### src/rtl/s_muxnxw_reg.sv
// -----------------------------------------------------------------------------
// s_muxnxw_reg
//
// Registered N-input, W-bit multiplexer with a held channel register,
// auto-scan mode and a sticky out-of-range select error.
//
// Parameters
//   W   data width of each input lane and of Q (W >= 1)
//   N   number of input lanes (N >= 2)
//   SW  width of SEL and CH, derived as $clog2(N) (not overridden)
//
// Ports
//   CLK   in   1    rising-edge clock
//   RSTB  in   1    asynchronous, active-low reset
//   IN    in   N*W  packed lanes; lane i = IN[i*W +: W]
//   SEL   in   SW   channel to load
//   LD    in   1    load SEL into the channel register (wins over SCAN)
//   SCAN  in   1    advance the channel by one on each enabled cycle
//   EN    in   1    output update / scan-step enable
//   Q     out  W    registered selected lane
//   QV    out  1    Q holds valid data
//   CH    out  SW   current channel register
//   ERR   out  1    sticky: an out-of-range SEL was loaded
//
// Build option
//   MUXR_SETTLE_EN  when defined, every channel change is followed by a
//                   settle slot: the first EN capture after the change is
//                   discarded (Q holds, QV drops to 0). Scan steps pause
//                   during the settle slot, so each lane is presented on
//                   one enabled cycle out of two.
// -----------------------------------------------------------------------------
module s_muxnxw_reg #(
    parameter  int W  = 1,
    parameter  int N  = 4,
    localparam int SW = $clog2(N)
) (
    input  logic           CLK,
    input  logic           RSTB,
    input  logic [N*W-1:0] IN,
    input  logic [SW-1:0]  SEL,
    input  logic           LD,
    input  logic           SCAN,
    input  logic           EN,
    output logic [W-1:0]   Q,
    output logic           QV,
    output logic [SW-1:0]  CH,
    output logic           ERR
);

    // Lane count widened by one bit so it can be compared against any SEL code.
    localparam logic [SW:0]   N_EXT   = (SW+1)'(N);
    localparam logic [SW-1:0] CH_LAST = SW'(N-1);

    logic [SW-1:0] r_ch;
    logic [W-1:0]  r_q;
    logic          r_qv;
    logic          r_err;

    logic [W-1:0]  w_lane;
    logic          w_sel_ok;
    logic [SW-1:0] w_ch_inc;
    logic [SW-1:0] w_ch_nxt;
    logic          w_err_set;
    logic          w_step_ok;

`ifdef MUXR_SETTLE_EN
    logic          r_settle;
    // Scan holds its lane through the settle slot so every lane gets one
    // valid capture.
    assign w_step_ok = ~r_settle;
`else
    assign w_step_ok = 1'b1;
`endif

    // r_ch never holds an out-of-range value, so a decoded compare per lane
    // is enough; codes >= N simply match no lane.
    always_comb begin
        // NOTE: every signal driven here gets a default first, otherwise the
        // paths that do not assign it would infer a latch.
        w_lane = '0;
        for (int i = 0; i < N; i++) begin
            if (r_ch == SW'(i)) begin
                w_lane = IN[i*W +: W];
            end
        end
    end

    assign w_sel_ok = ({1'b0, SEL} < N_EXT);
    assign w_ch_inc = (r_ch == CH_LAST) ? '0 : r_ch + 1'b1;

    // Channel update priority: valid load, rejected load, scan step, hold.
    always_comb begin
        w_ch_nxt  = r_ch;
        w_err_set = 1'b0;
        if (LD) begin
            if (w_sel_ok) begin
                w_ch_nxt = SEL;
            end else begin
                w_err_set = 1'b1;
            end
        end else if (SCAN && EN && w_step_ok) begin
            w_ch_nxt = w_ch_inc;
        end
    end

    // NOTE: state registers use non-blocking assignments so every flop samples
    // the pre-edge values; Q therefore picks the lane named by the old CH.
    always_ff @(posedge CLK or negedge RSTB) begin
        if (!RSTB) begin
            r_ch     <= '0;
            r_q      <= '0;
            r_qv     <= 1'b0;
            r_err    <= 1'b0;
`ifdef MUXR_SETTLE_EN
            r_settle <= 1'b0;
`endif
        end else begin
            r_ch <= w_ch_nxt;
            if (w_err_set) begin
                r_err <= 1'b1;
            end
`ifdef MUXR_SETTLE_EN
            if (EN) begin
                if (r_settle) begin
                    r_qv <= 1'b0;
                end else begin
                    r_q  <= w_lane;
                    r_qv <= 1'b1;
                end
            end
            // A fresh channel change re-arms the settle slot even if this
            // edge consumed the previous one.
            if (w_ch_nxt != r_ch) begin
                r_settle <= 1'b1;
            end else if (EN) begin
                r_settle <= 1'b0;
            end
`else
            if (EN) begin
                r_q  <= w_lane;
                r_qv <= 1'b1;
            end
`endif
        end
    end

    assign Q   = r_q;
    assign QV  = r_qv;
    assign CH  = r_ch;
    assign ERR = r_err;

endmodule
### config.mk
export PLATFORM = sky130hd
export DESIGN_NAME = s_muxnxw_reg
export DESIGN_NICKNAME = d
export VERILOG_FILES = /design/src/rtl/s_muxnxw_reg.sv
export SDC_FILE = /design/constraint.sdc
export NUM_CORES = 1
export LEC_CHECK = 0
export CAP_MARGIN = 20
export CORE_AREA = 3 3 40 42
export DETAILED_ROUTE_END_ITERATION = 16
export DIE_AREA = 0 0 43 45
export GPL_ROUTABILITY_DRIVEN = 0
export PLACE_DENSITY = 0.46
export RECOVER_POWER = 50
export SLEW_MARGIN = 40
export SYNTH_ARGS = -nofsm -noshare
export SYNTH_HDL_FRONTEND = slang
export SYNTH_SLANG_ARGS = --single-unit
### constraint.sdc
create_clock -name CLK -period 2.2 [get_ports CLK]
set_clock_uncertainty 0.2 [all_clocks]
set_input_delay 0.55 -clock CLK [delete_from_list [all_inputs] [get_ports CLK]]
set_output_delay 0.55 -clock CLK [all_outputs]
set_load 0.02 [all_outputs]
==> impl_results.md, run 1 <==
* Status: finished clean
* Hold Path End: QV
* Final Worst Setup Slack at approximately 170 ps
* Worst skew pair latency at 230 ps
* Reg-to-reg slack, setup at around 540 ps
* Fin. max-slew vios at 0
* Seq cells post-synth at 4
* Critical path cell sequence: clkdlybuf4s50_1
* Critical path depth in cells at 1
* CP startpoint kind: flop
* Final Hold Vio Count at 0
* CP bufs+invs at 1
* Most common cell after layout, fill and taps aside: clkdlybuf4s50_1
* Fmax at 0.492 GHz
* Power per standard cell area at roughly 590 nW/um^2
* Number of nets at the end of the flow at 61
* Die Height at 45 um
* Static Leak at around 0.21 nW
* DR DRC count at 0
* Hold slack at 253 ps
* Tcrit/Tclk final at 92.4%
* Syn_nets at 43
* GR Util met3 at 3.98%
* First-pass GRT wire length at just under 1 mm
* Routed length per instance at 9.83 um
* # diodes at 0
* Share of cells above drive strength 1 at 13.6%
* Sequential area share after synthesis at 36.4%
* GR met1 Demand/Resource at under 10%
* Worst-path clk slew at ~30 ps
* Number of H-tree levels at 1
* Post-CTS setup buffers at 0
* Max rail drop VDD at approximately 180 uV
* Area grow syn2layout at 63.2%
* Setup violators final at 0
* GR peak layer: met2
* Unrepaired setup endpoints after global routing: no
* Routed vias at approximately 240
* Final non-filler cell total at 59
* Crit-path leading delay family: buffers and inverters
* Total routed wirelength at approximately 580 um
* Cell Rows at 13
* Sum of negative setup slack at 0 ps
* Clock Path Buffers at 2
* TritonRoute pass-1 iters at 1
* Mapped Cells at 28
* Die footprint at a little under 2000 um^2
* Crit end category: output port
* Initial Util at a little over a fifth
* CTS Hold Bufs at 0
* Largest net degree at the start of global routing at 7
* Worst Hold Launch: QV
* Max incr delay on CP at ~630 ps
* Post-Place Cell Area at 427 um^2
* Mapped Area at 275 um^2
* DRT iter0 DRCs at 0
* CTS resizes at 0
* Initial antenna violation count at 0
* Max stage delay cell, worst path: clkdlybuf4s50_1
* Design area at approximately 450 um^2
* Period minus WS final at 2030 ps
* IO Port Bufs at 14
* Clock sink count at 4
* R2R Path Start: CH[0]
* Drt via density at slightly above 4
* Vias in the first global route at roughly 240
* Clock root cell: clkbuf_4
* Routed Antenna Nets at 0
* TritonCTS clock tree: done
* GR Util met2 at under 10%
* Worst EP required at ~1500 ps
* WHS Path Cells at 1
* Worst reg2reg path endpoint: Q
* Synth Area per Inst at slightly below 10 um^2
* R2R depth at 5
* Crit path arrival time at around 1300 ps
* Die width at roughly 43 um
* DP Cell Count at 56
* Yosys cell types at 14
* Synth warnings at 0
* Max cap viols at 0
* TritonCTS buffer count at 3
* Setup slack at placement at between 300 and 400 ps
* Commonest non-fill, non-tap cells in the layout: clkdlybuf4s50_1, dfrtp_1, inv_1, ha_1
* # IOs at 16
* GR Overflow Total at 0
* Worst min path class: reg2reg
* Max FO, Critical Path at 6
* Crit path kind: reg2out
* Core area at 1280 um^2
* Total GRT Usage at around 7.0%
## synthesized netlist by cell type, drive strengths merged
cell type,instances,share of area (%)
nand2,3,4.1
nor2,1,1.4
inv,4,5.5
o21ai,3,5.5
or2,1,2.3
mux2i,2,7.3
a2111oi,1,5.5
ha,4,18
buf,1,2.7
and3b,1,3.2
and4bb,1,4.5
dfrtp,4,36
conb,1,1.4
o22ai,1,2.3
## worst reg2reg max path: stages (launching register included)
cell and delay, ps:
dfrtp_1 420, inv_1 100, ha_1 190, and3b_1 200, a2111oi_2 270, o22ai_1 140
## how the worst max path moves through the flow
stage | start | endpoint | slack, ps
CTS | CH[0] | CH[0] | 140
floorplan | CH[0] | Q | 540
finish | CH[0] | CH[0] | 170
global placement | IN[1] | Q | 330
detailed placement | IN[1] | Q | 310
global route | CH[0] | CH[0] | 120
## flip-flops by register name (all words and copies together) (netlist names)
signal and cells:
QV 1, Q 1, CH 2
## report_power, final
| group | internal, mW | switching, mW | leakage [nW] |
|---|---|---|---|
| clock | 0.0609 | 0.0289 | 0.0138 |
| sequential | 0.0819 | 0.00802 | 0.0456 |
| combinational | 0.0471 | 0.0362 | 0.148 |
| total | 0.190 | 0.0731 | 0.207 |
## layout make-up
type,instances,area [um^2]
clock buffer,3,22.5
fill,135,836
inverter,4,15.0
multi-input combinational,19,153
sequential,4,100
tap,15,18.8
timing repair buffer,14,140
## cell families (layout without fill, tap and decap cells)
group                    count (synthesis)  after routing  synth area share (%)
other                                    1              1                  1.36
flip-flops                               4              4                  36.4
buffers and inverters                    5             21                  8.18
AO/OA/AOI/OAI                            5              5                  13.2
multiplexers                             2              2                  7.27
adder cells (fa/ha/maj)                  4              4                  18.2
AND/OR/NAND/NOR                          7              7                  15.5
## routing by layer
layer / up-vias / share of wire (%) / wire length (um)
li1: 123 / - / -
met1: 103 / 41 / 239
met2: 12 / 44 / 258
met3: 0 / 14 / 82
met4: 0 / 0 / 0
met5: - / 0 / 0
## through the flow
| step | util, % | total power, mW |
|---|---|---|
| 3_3_place_gp | 33.2 | 0.176 |
| 3_5_place_dp | 33.2 | 0.176 |
| 4_1_cts | 35.0 | 0.269 |
| 2_1_floorplan | - | 0.134 |
| 5_1_grt | 35.0 | 0.280 |
| 6_report | 35.0 | 0.263 |
Note: power is estimated with default switching activity, not from simulation.
==> run 2: changes to the inputs <==
--- a/config.mk
+++ b/config.mk
@@ -12,7 +12,6 @@
 export GPL_ROUTABILITY_DRIVEN = 0
 export PLACE_DENSITY = 0.46
 export RECOVER_POWER = 50
-export SLEW_MARGIN = 40
 export SYNTH_ARGS = -nofsm -noshare
 export SYNTH_HDL_FRONTEND = slang
 export SYNTH_SLANG_ARGS = --single-unit
==> results of run 2 <==
Same layout as run 1: the final DEF is identical, and so are final timing and power.
